===== src/rtl/accum_arbiter_pkg.sv =====
// Shared types and defaults for the two-requester accumulating arbiter.
package accum_arbiter_pkg;

    localparam int DEF_WIDTH     = 8;
    localparam int DEF_MAX_BEATS = 16;

    // Requester identifier: one bit selects requester 0 or 1.
    typedef logic req_id_t;

    typedef enum logic [1:0] {
        ST_IDLE   = 2'd0,
        ST_ACCUM  = 2'd1,
        ST_RESULT = 2'd2
    } state_t;

endpackage : accum_arbiter_pkg


===== src/rtl/accum_add_step.sv =====
// Combinational WIDTH-bit add step: wrapped sum, unsigned carry-out and
// signed overflow of a single accumulate beat.
module accum_add_step #(
    parameter int WIDTH = 8
) (
    input  logic [WIDTH-1:0] i_a,
    input  logic [WIDTH-1:0] i_b,
    output logic [WIDTH-1:0] o_sum,
    output logic             o_carry,
    output logic             o_ovf
);

    logic [WIDTH:0] w_full;

    assign w_full  = {1'b0, i_a} + {1'b0, i_b};
    assign o_sum   = w_full[WIDTH-1:0];
    assign o_carry = w_full[WIDTH];
    // Overflow when both operands share a sign that the sum does not.
    assign o_ovf   = (i_a[WIDTH-1] == i_b[WIDTH-1]) && (o_sum[WIDTH-1] != i_a[WIDTH-1]);

endmodule : accum_add_step


===== src/rtl/accum_arbiter.sv =====
// Round-robin arbiter between two operand streams; sums one burst of the
// granted requester and presents the result with overflow/carry/trunc flags.
module accum_arbiter
    import accum_arbiter_pkg::*;
#(
    parameter int WIDTH     = DEF_WIDTH,
    parameter int MAX_BEATS = DEF_MAX_BEATS
) (
    input  logic             i_clk,
    input  logic             i_rst,
    input  logic [1:0]       i_req_valid,
    input  logic [WIDTH-1:0] i_req_data0,
    input  logic [WIDTH-1:0] i_req_data1,
    input  logic [1:0]       i_req_last,
    output logic [1:0]       o_req_ready,
    output logic             o_res_valid,
    input  logic             i_res_ready,
    output logic [WIDTH-1:0] o_res_data,
    output logic             o_res_id,
    output logic             o_res_ovf,
    output logic             o_res_carry,
    output logic             o_res_trunc,
    output logic             o_busy
);

    localparam int CW = $clog2(MAX_BEATS + 1);

    state_t          r_state;
    state_t          w_state_next;
    req_id_t         r_ptr;
    req_id_t         r_grant;
    logic [WIDTH-1:0] r_acc;
    logic [CW-1:0]   r_cnt;
    logic            r_ovf;
    logic            r_carry;
    logic            r_trunc;

    logic [WIDTH-1:0] w_data;
    logic [WIDTH-1:0] w_sum;
    logic            w_carry;
    logic            w_ovf;
    logic            w_fire;
    logic            w_last;
    logic            w_at_max;
    logic [CW-1:0]   w_cnt_next;
    req_id_t         w_pick;
    logic            w_in_result;

    assign w_data      = r_grant ? i_req_data1 : i_req_data0;
    assign w_fire      = (r_state == ST_ACCUM) && i_req_valid[r_grant];
    assign w_last      = i_req_last[r_grant];
    assign w_cnt_next  = r_cnt + 1'b1;
    assign w_at_max    = (w_cnt_next == CW'(MAX_BEATS));
    assign w_pick      = i_req_valid[r_ptr] ? r_ptr : ~r_ptr;
    assign w_in_result = (r_state == ST_RESULT);

    accum_add_step #(.WIDTH(WIDTH)) u_add (
        .i_a     (r_acc),
        .i_b     (w_data),
        .o_sum   (w_sum),
        .o_carry (w_carry),
        .o_ovf   (w_ovf)
    );

    // State register.
    always_ff @(posedge i_clk or posedge i_rst) begin
        if (i_rst) begin
            r_state <= ST_IDLE;
        end else begin
            r_state <= w_state_next;
        end
    end

    // Next-state decode and beat-accept strobe.
    always_comb begin
        w_state_next = r_state;
        o_req_ready  = '0;
        case (r_state)
            ST_IDLE: begin
                if (|i_req_valid) w_state_next = ST_ACCUM;
            end
            ST_ACCUM: begin
                o_req_ready[r_grant] = 1'b1;
                if (w_fire && (w_last || w_at_max)) w_state_next = ST_RESULT;
            end
            ST_RESULT: begin
                if (i_res_ready) w_state_next = ST_IDLE;
            end
            default: w_state_next = ST_IDLE;
        endcase
    end

    // Grant, pointer, accumulator and flag registers.
    always_ff @(posedge i_clk or posedge i_rst) begin
        if (i_rst) begin
            r_ptr   <= 1'b0;
            r_grant <= 1'b0;
            r_acc   <= '0;
            r_cnt   <= '0;
            r_ovf   <= 1'b0;
            r_carry <= 1'b0;
            r_trunc <= 1'b0;
        end else begin
            case (r_state)
                ST_IDLE: begin
                    if (|i_req_valid) begin
                        r_grant <= w_pick;
                        r_acc   <= '0;
                        r_cnt   <= '0;
                        r_ovf   <= 1'b0;
                        r_carry <= 1'b0;
                        r_trunc <= 1'b0;
                    end
                end
                ST_ACCUM: begin
                    if (w_fire) begin
                        r_acc   <= w_sum;
                        r_cnt   <= w_cnt_next;
                        r_ovf   <= r_ovf | w_ovf;
                        r_carry <= w_carry;
                        r_trunc <= w_at_max && !w_last;
                    end
                end
                ST_RESULT: begin
                    if (i_res_ready) r_ptr <= ~r_grant;
                end
                default: ;
            endcase
        end
    end

    // Result fields are only driven while a result is being offered.
    assign o_res_valid = w_in_result;
    assign o_res_data  = w_in_result ? r_acc : '0;
    assign o_res_id    = w_in_result & r_grant;
    assign o_res_ovf   = w_in_result & r_ovf;
    assign o_res_carry = w_in_result & r_carry;
    assign o_res_trunc = w_in_result & r_trunc;
    assign o_busy      = (r_state != ST_IDLE);

endmodule : accum_arbiter


===== config.mk =====
export PLATFORM = sky130hd
export DESIGN_NAME = accum_arbiter
export DESIGN_NICKNAME = d
export VERILOG_FILES = /design/src/rtl/accum_arbiter_pkg.sv /design/src/rtl/accum_add_step.sv /design/src/rtl/accum_arbiter.sv
export SDC_FILE = /design/constraint.sdc
export NUM_CORES = 1
export LEC_CHECK = 0
export ABC_AREA = 1
export CORE_MARGIN = 5
export CORE_UTILIZATION = 48
export DETAILED_ROUTE_END_ITERATION = 8
export GPL_ROUTABILITY_DRIVEN = 0
export PLACE_DENSITY_LB_ADDON = 0.15
export SYNTH_ARGS = -nofsm -noshare
export SYNTH_HDL_FRONTEND = slang
export SYNTH_HIERARCHICAL = 1
export SYNTH_SLANG_ARGS = --single-unit

===== constraint.sdc =====
create_clock -name i_clk -period 2.3 [get_ports i_clk]
set_input_delay 0.46 -clock i_clk [delete_from_list [all_inputs] [get_ports i_clk]]
set_output_delay 0.46 -clock i_clk [all_outputs]
set_load 0.05 [all_outputs]

==> results.py, run 1 <==
metrics = {
    "yosys": {
        "avgSynthCellArea_um2": 6.96,
        "ys_seq_area_share_pct": 33.8,
        "synth_seq_cells": 20,
        "synthesis.nets": 246,
        "synth_warnings": 6,
        "synth.distinct_cells": 30,
        "netlist_instances": 213,
        "syn_area_mm2": 0.00148,
    },
    "routing": {
        "wl_um": 3320,
        "via_per_inst": 4.94,
        "vias": 1414,
        "detail-route-antenna-nets": 0,
        "dr.pass1.iters": 4,
        "wl_per_cell_um": 11.6,
        "first_iter_violations": 59,
        "remaining_drc_errors": 0,
    },
    "layout": {
        "multi_input_area_um2": 825,
        "final_cell_mix": "nand2_1 (68), inv_1 (30), clkdlybuf4s50_1 (23)",
        "final-seq-area_um2": 500,
        "num_antenna_cells": 0,
        "final_common_cell": "nand2_1",
        "fill_cells": 286,
        "layout-area-overhead-vs-synth_pct": 30.4,
        "fin_nets": 287,
        "stdcell_count": 286,
        "drive_gt1_share_pct": 15.0,
    },
    "worst_setup_path": {
        "slowest_delay_ns": 0.70,
        "worstPathMaxFanout": 3,
        "cp.arrival_ns": 1.68,
        "crit_slowest_cell": "clkdlybuf4s50_1",
        "r2r-start": "r_grant",
        "cp-end-kind": "primary output",
        "required_ns": 1.84,
        "critPathKind": "flop to primary output",
        "worst_r2r_endpoint": "r_acc[6]",
        "reg2regPathDepth": 12,
        "ff2ff_setup_slack_ns": 0.24,
        "cp_top_family": "buffers and inverters",
        "cp_cell_sequence": "nor2_2 -> inv_1 -> clkdlybuf4s50_1",
        "crit_buf_inv": 2,
        "cp-start-kind": "flop",
    },
    "floorplanning": {
        "start_util_pct": 49.4,
        "num_io_pins": 39,
        "die_h_um": 65.6,
        "dieWidth_um": 65.6,
        "rows": 20,
        "die-area_mm2": 0.00430,
        "core-area_mm2": 0.00300,
    },
    "place": {
        "post-place-cells": 282,
        "port_buffers": 38,
        "dp_hpwl_um": 2590,
    },
    "clock_network": {
        "cts_root_buf": "clkbuf_4",
        "cts.path.max_buffers": 2,
        "ctsResizeCount": 0,
        "cts.reportedPaths.clkPinSlew_ns": 0.12,
        "clock-sinks": 20,
        "hold_buffers": 0,
        "cts_made_buffers": 3,
        "clock_latency_ns": 0.30,
        "cts_tree": "built",
        "postCtsSetupRepairBufs": 0,
        "h-tree-depth": 1,
    },
    "timing": {
        "hold_viol": 0,
        "period_needed_ns": 2.14,
        "tightest_slew_ns": 0.494,
        "clock_skew_ns": 0.00365,
        "finalSetupViolCount": 0,
        "relSlewSlack_pct": 67.0,
        "rsz0062_at_grt": "no",
        "min_period_over_period_pct": 93.2,
        "fmax_ghz": 0.466,
        "drv_slew": 0,
        "setup_tns_ns": 0,
    },
    "pwr": {
        "net-switching-power_mw": 1.19,
        "leakage_nw": 1.02,
        "seqPwrFrac_pct": 23.9,
        "vdd_ir_drop_max_mv": 0.656,
        "p_int_mw": 1.20,
        "swShare_pct": 49.9,
        "powerDensity_mw_per_mm2": 1240,
        "power_frac_comb_pct": 64.0,
        "clkPwrFrac_pct": 12.1,
        "power.total_mw": 2.40,
    },
    "global_routing": {
        "grt_max_degree": 21,
        "grt_overflow": 0,
        "grt_pass1_wl_um": 5980,
        "grt_use_total_pct": 17.5,
        "antenna_found_initial": 0,
        "grt_pass1_vias": 1427,
    },
    "outcome": {
        "status": "finished clean",
    },
    "worst_hold_path": {
        "hp-class": "primary input to asynchronous set/reset pin",
    },
    "run": {
        "drv_cap": 0,
    },
}
[final cells by class]
class / instances / area share [%]
Clock inverter: 1 / 1.55
Inverter: 33 / 6.41
Clock buffer: 3 / 1.17
Tap cell: 33 / 2.14
Sequential cell: 20 / 25.9
Multi-Input combinational cell: 155 / 42.7
Timing Repair Buffer: 41 / 20.2
[state kept, by name, summed over array words and instances (netlist names)]
name and count:
r_ovf 1, r_state 2, r_grant 1, r_trunc 1, r_ptr 1, r_cnt 5, r_acc 8, r_carry 1
[power by group through the flow]
stage,Clock [mW],Combinational (mW),Sequential (mW)
5_1_grt,0.315,1.74,0.591
2_1_floorplan,0,1.20,0.563
4_1_cts,0.294,1.55,0.573
6_report,0.290,1.53,0.574
3_5_place_dp,0,1.54,0.581
3_3_place_gp,0,1.52,0.578
[kinds of logic after synthesis]
| family | after synthesis | share of synthesized area (%) |
|---|---|---|
| AND/OR/NAND/NOR | 114 | 33.5 |
| AO/OA/AOI/OAI | 27 | 10.3 |
| XOR/XNOR | 4 | 2.87 |
| buffers and inverters | 38 | 10.6 |
| flip-flops | 20 | 33.8 |
| adder cells (fa/ha/maj) | 10 | 8.95 |
[per-stage QoR]
step           instance area (µm²)  util [%]  setup slack, ns  hold WS [ns]
2_1_floorplan                 1480         -            0.363         0.424
3_3_place_gp                  1880      62.6           0.0661         0.468
3_5_place_dp                  1880      62.6          0.00212         0.477
4_1_cts                       1930      64.4            0.139         0.475
5_1_grt                       1930      64.4           0.0501         0.471
6_report                      1930      64.4            0.155         0.468
[worst max path at each step]
| stage | from | end | slack (ns) | cells after the start |
|---|---|---|---|---|
| after global placement | i_req_data0[0] | r_acc[6] | 0.07 | 12 |
| after global routing | r_grant | r_ovf | 0.05 | 11 |
| final | r_state[1] | o_busy | 0.16 | 3 |
| after detailed placement | i_req_data1[0] | r_acc[6] | 0.002 | 12 |
| after floorplan | r_grant | r_acc[6] | 0.36 | 13 |
| after CTS | r_state[1] | o_busy | 0.14 | 3 |
[synthesized netlist by cell type]
library cell | instances | area [µm²]
dfrtp_1 | 20 | 500
inv_1 | 30 | 113
or2_1 | 1 | 6.26
nand3b_1 | 1 | 7.51
xnor2_1 | 1 | 8.76
nand2_4 | 1 | 11.3
nand2_1 | 68 | 255
clkbuf_1 | 3 | 11.3
xor2_1 | 2 | 17.5
nor2_1 | 19 | 71.3
o21ai_1 | 3 | 15.0
nor2_4 | 1 | 11.3
o21ai_2 | 1 | 8.76
o21ai_0 | 12 | 60.1
o22ai_1 | 1 | 6.26
nor2_2 | 2 | 12.5
o211ai_1 | 1 | 7.51
ha_1 | 9 | 113
a21oi_2 | 2 | 17.5
xor2_2 | 1 | 16.3
fa_1 | 1 | 20.0
buf_6 | 2 | 22.5
nand4_1 | 4 | 25.0
nand3_2 | 1 | 10.0
a21o_1 | 1 | 7.51
nand3_1 | 11 | 55.1
inv_2 | 2 | 7.51
clkinv_1 | 1 | 3.75
a21oi_1 | 6 | 30.0
nand2_2 | 5 | 31.3
[tightest hold or removal path: cells and delay by family]
family | cells | cell delay [ns]
buffers and inverters | 3 | 0.70
[metal layers]
| layer | vias up | part of all wire [%] | GRT usage (%) | routed length (µm) |
|---|---|---|---|---|
| li1 | 747 | - | - | - |
| met1 | 633 | 45 | 21.3 | 1510 |
| met2 | 26 | 48 | 30.7 | 1600 |
| met3 | 8 | 4.6 | 3.08 | 154 |
| met4 | 0 | 1.8 | 5.96 | 59 |
| met5 | - | 0 | 0 | 0 |
(Power assumes the default switching activity.)
==> run 2, diff against run 1 <==
REMOVE_ABC_BUFFERS = 1   (was unset)
==> results.py, run 2 (same netlist as run 1, synthesis figures left out) <==
metrics = {
    "outcome": {
        "status": "finished clean",
    },
    "pwr": {
        "powerDensity_mw_per_mm2": 1150,
        "power.total_mw": 2.37,
        "vdd_ir_drop_max_mv": 0.795,
        "leakage_nw": 1.05,
    },
    "global_routing": {
        "grt_overflow": 0,
        "grt_max_degree": 21,
        "grt_pass1_vias": 1379,
        "grt_pass1_wl_um": 6040,
        "grt_use_total_pct": 17.7,
        "antenna_found_initial": 0,
    },
    "timing": {
        "drv_slew": 0,
        "finalSetupViolCount": 0,
        "fmax_ghz": 0.470,
        "clock_skew_ns": 0.00918,
        "tightest_slew_ns": 0.552,
        "rsz0062_at_grt": "no",
        "min_period_over_period_pct": 92.5,
        "period_needed_ns": 2.13,
        "hold_viol": 0,
        "final.setup.worst_slack_ns": 0.173,
        "relSlewSlack_pct": 63.1,
        "setup_tns_ns": 0,
    },
    "layout": {
        "num_antenna_cells": 0,
        "regMostFlops": "r_acc",
        "drive_gt1_share_pct": 15.4,
        "fin_nets": 288,
        "fill_cells": 244,
        "multi_input_area_um2": 825,
        "largest_reg_flops": 8,
        "final_cell_mix": "nand2_1 (68), inv_1 (30), clkdlybuf4s50_1 (23)",
        "final-seq-area_um2": 500,
        "layout-area-overhead-vs-synth_pct": 39.1,
        "largestRegisters": "r_acc: 8 flops, r_cnt: 5 flops, r_state: 2 flops",
        "final_common_cell": "nand2_1",
        "stdcell_count": 287,
    },
    "worst_setup_path": {
        "reg2regPathDepth": 12,
        "cp-start-kind": "flop",
        "critPathKind": "flop to primary output",
        "worstPathMaxFanout": 3,
        "cp.arrival_ns": 1.67,
        "required_ns": 1.84,
        "cp-end-kind": "primary output",
    },
    "routing": {
        "remaining_drc_errors": 0,
        "wl_per_cell_um": 12.4,
        "first_iter_violations": 46,
        "via_per_inst": 5.06,
        "detail-route-antenna-nets": 0,
        "dr.pass1.iters": 4,
        "vias": 1453,
        "wl_um": 3560,
    },
    "run": {
        "drv_cap": 0,
    },
    "place": {
        "post-place-cells": 283,
        "dp_hpwl_um": 2750,
        "pre_cts_ws_ns": 0.000879,
        "port_buffers": 38,
    },
    "floorplanning": {
        "core-area_mm2": 0.00300,
        "start_util_pct": 49.4,
        "dieWidth_um": 65.6,
        "die_h_um": 65.6,
        "die-area_mm2": 0.00430,
        "num_io_pins": 39,
        "rows": 20,
    },
    "clock_network": {
        "hold_buffers": 0,
        "postCtsSetupRepairBufs": 0,
        "h-tree-depth": 1,
        "cts_made_buffers": 3,
        "cts.path.max_buffers": 2,
        "cts_tree": "built",
        "clock_latency_ns": 0.31,
        "clock-sinks": 20,
        "cts_root_buf": "clkbuf_4",
        "ctsResizeCount": 0,
        "cts.reportedPaths.clkPinSlew_ns": 0.12,
    },
    "worst_hold_path": {
        "hp-class": "primary input to asynchronous set/reset pin",
    },
}
==> run 2: path summary, 6_finish.rpt <==
path                                  from        to  slack [ns]
worst max-delay path            r_state[1]    o_busy        0.17
worst min-delay path                 i_rst  r_cnt[4]        0.47
worst max register to register     r_grant  r_acc[6]        0.29
worst min register to register     r_trunc   r_trunc        0.50
max in group asynchronous            i_rst  r_cnt[1]        1.61
min in group i_clk                 r_trunc   r_trunc        0.50
==> run 2: worst max-delay path, cell delays in order (launching register included) <==
cell and delay [ns]:
dfrtp_1 0.45, nor2_2 0.08, inv_1 0.05, clkdlybuf4s50_1 0.79
==> run 2: report_power, final <==
| part | internal, mW | switching (mW) | total (mW) |
|---|---|---|---|
| combinational | 0.585 | 1.00 | 1.59 |
| sequential | 0.476 | 0.0997 | 0.576 |
| clock | 0.0966 | 0.116 | 0.212 |
==> run 2: per-stage QoR <==
| step | hold WS [ns] | cell area [µm²] | util, % |
|---|---|---|---|
| 2_1_floorplan | 0.424 | 1450 | - |
| 4_1_cts | 0.474 | 2060 | 68.7 |
| 6_report | 0.470 | 2060 | 68.7 |
| 5_1_grt | 0.498 | 2060 | 68.7 |
| 3_3_place_gp | 0.470 | 2030 | 67.5 |
| 3_5_place_dp | 0.470 | 2030 | 67.5 |
==> run 2: cell type report <==
class	instances	share of cell area, %
repair buffers	42	26.0
multi-input cells	155	40.0
inverters	33	6.01
well taps	33	2.00
flip-flops and latches	20	24.3
clock buffers	4	1.76
==> run 2: metal layers <==
layer | GRT usage [%] | routed length (µm) | up-vias
met5 | 0 | 0 | -
met4 | 2.85 | 30 | 0
met3 | 3.93 | 155 | 4
met2 | 30.7 | 1780 | 32
met1 | 22.9 | 1590 | 672
li1 | - | - | 745
==> run 3, diff against run 2 <==
RECOVER_POWER = 50   (was unset)
==> results.py, run 3 (same netlist as run 1, synthesis figures left out) <==
metrics = {
    "outcome": {
        "status": "finished clean",
    },
    "worst_setup_path": {
        "cp_cell_sequence": "nor2_2 -> inv_1 -> clkdlybuf4s50_1",
        "slowest_delay_ns": 0.79,
        "cp-end-kind": "primary output",
        "required_ns": 1.84,
        "worstPathMaxFanout": 3,
        "cp.arrival_ns": 1.67,
        "crit_slowest_cell": "clkdlybuf4s50_1",
        "worst_r2r_endpoint": "r_acc[6]",
        "r2r-start": "r_grant",
        "critPathKind": "flop to primary output",
        "reg2regPathDepth": 12,
        "cp-start-kind": "flop",
        "ff2ff_setup_slack_ns": 0.27,
    },
    "floorplanning": {
        "dieWidth_um": 65.6,
        "rows": 20,
        "core-area_mm2": 0.00300,
        "die_h_um": 65.6,
        "start_util_pct": 49.4,
        "num_io_pins": 39,
        "die-area_mm2": 0.00430,
    },
    "routing": {
        "wl_per_cell_um": 12.4,
        "detail-route-antenna-nets": 0,
        "remaining_drc_errors": 0,
        "first_iter_violations": 52,
        "dr.pass1.iters": 4,
        "wl_um": 3550,
        "via_per_inst": 5.03,
        "vias": 1445,
    },
    "timing": {
        "tightest_slew_ns": 1.14,
        "setup_tns_ns": 0,
        "hold_viol": 0,
        "fmax_ghz": 0.470,
        "relSlewSlack_pct": 23.9,
        "clock_skew_ns": 0.00621,
        "rsz0062_at_grt": "no",
        "finalSetupViolCount": 0,
        "drv_slew": 0,
        "period_needed_ns": 2.13,
        "min_period_over_period_pct": 92.6,
        "final.setup.worst_slack_ns": 0.171,
    },
    "worst_hold_path": {
        "whs_path_depth": 2,
        "hold_end": "r_trunc",
        "hp-class": "flop to flop",
        "worstHoldStart": "r_trunc",
    },
    "clock_network": {
        "cts_made_buffers": 3,
        "h-tree-depth": 1,
        "postCtsSetupRepairBufs": 0,
        "ctsResizeCount": 0,
        "cts.path.max_buffers": 2,
        "cts_root_buf": "clkbuf_4",
        "cts_tree": "built",
        "clock-sinks": 20,
        "hold_buffers": 0,
        "cts.reportedPaths.clkPinSlew_ns": 0.12,
        "clock_latency_ns": 0.31,
    },
    "layout": {
        "final_util_pct": 68.2,
        "stdcell_count": 287,
        "largestRegisters": "r_acc: 8 flops, r_cnt: 5 flops, r_state: 2 flops",
        "final_common_cell": "nand2_1",
        "drive_gt1_share_pct": 13.8,
        "largest_reg_flops": 8,
        "fin_nets": 288,
        "final_cell_mix": "nand2_1 (69), inv_1 (31), clkdlybuf4s50_1 (21)",
        "layout-area-overhead-vs-synth_pct": 38.1,
        "num_antenna_cells": 0,
        "regMostFlops": "r_acc",
        "fill_cells": 250,
        "final_cell_area_mm2": 0.00205,
    },
    "pwr": {
        "leakage_nw": 1.04,
        "vdd_ir_drop_max_mv": 0.796,
        "powerDensity_mw_per_mm2": 1150,
    },
    "place": {
        "post-place-cells": 283,
        "pre_cts_ws_ns": 0.000879,
        "port_buffers": 38,
        "dp_hpwl_um": 2750,
        "post_dp_cell_area_mm2": 0.00203,
    },
    "run": {
        "drv_cap": 0,
    },
    "global_routing": {
        "antenna_found_initial": 0,
        "grt_max_degree": 21,
        "grt_use_total_pct": 17.7,
        "grt_overflow": 0,
        "grt_pass1_wl_um": 6040,
        "grt_pass1_vias": 1379,
    },
}
[run 3: changes by cell type in the layout (fill, tap and decap cells not counted), sizes merged]
cell           before  now
buf                19   18
dlygate4sd3         0    2
clkbuf              4    5
clkdlybuf4s50      23   21
[run 3: stage by stage]
stage	power [mW]	hold slack [ns]
floorplan	1.70	0.424
global placement	2.13	0.470
detailed placement	2.16	0.470
CTS	2.38	0.474
global route	2.57	0.555
finish	2.35	0.497
[run 3: layout make-up]
type                       count  area [µm²]  share of cell area (%)
multi-input combinational    155         813                    39.7
timing repair buffer          42         532                    26.0
sequential                    20         500                    24.4
inverter                      33         124                    6.05
tap                           33        41.3                    2.02
clock buffer                   4        36.3                    1.77
[run 3: how the worst max path moves through the flow]
stage | from | end | cells after the start
2_1_floorplan | r_grant | r_acc[6] | 12
3_3_place_gp | i_req_data0[0] | r_acc[6] | 12
3_5_place_dp | i_req_data0[0] | r_acc[6] | 12
4_1_cts | r_state[1] | o_busy | 3
5_1_grt | r_state[0] | o_res_trunc | 4
6_report | r_state[1] | o_busy | 3
[run 3: routing by layer]
metal	track usage, %	share of wire, %	up-vias
li1	-	-	744
met1	22.9	45	671
met2	30.7	50	26
met3	3.93	4.0	4
met4	2.85	0.84	0
met5	0	0	-
[run 3: critical path, delay by kind of cell (launching register included)]
family / cells / cell delay (ns)
flip-flops: 1 / 0.45
buffers and inverters: 2 / 0.84
AND/OR/NAND/NOR: 1 / 0.08
[run 3: power breakdown]
part	total, mW	switching (mW)	internal [mW]
Clock	0.214	0.117	0.0966
Combinational	1.56	0.984	0.572
Sequential	0.577	0.101	0.476
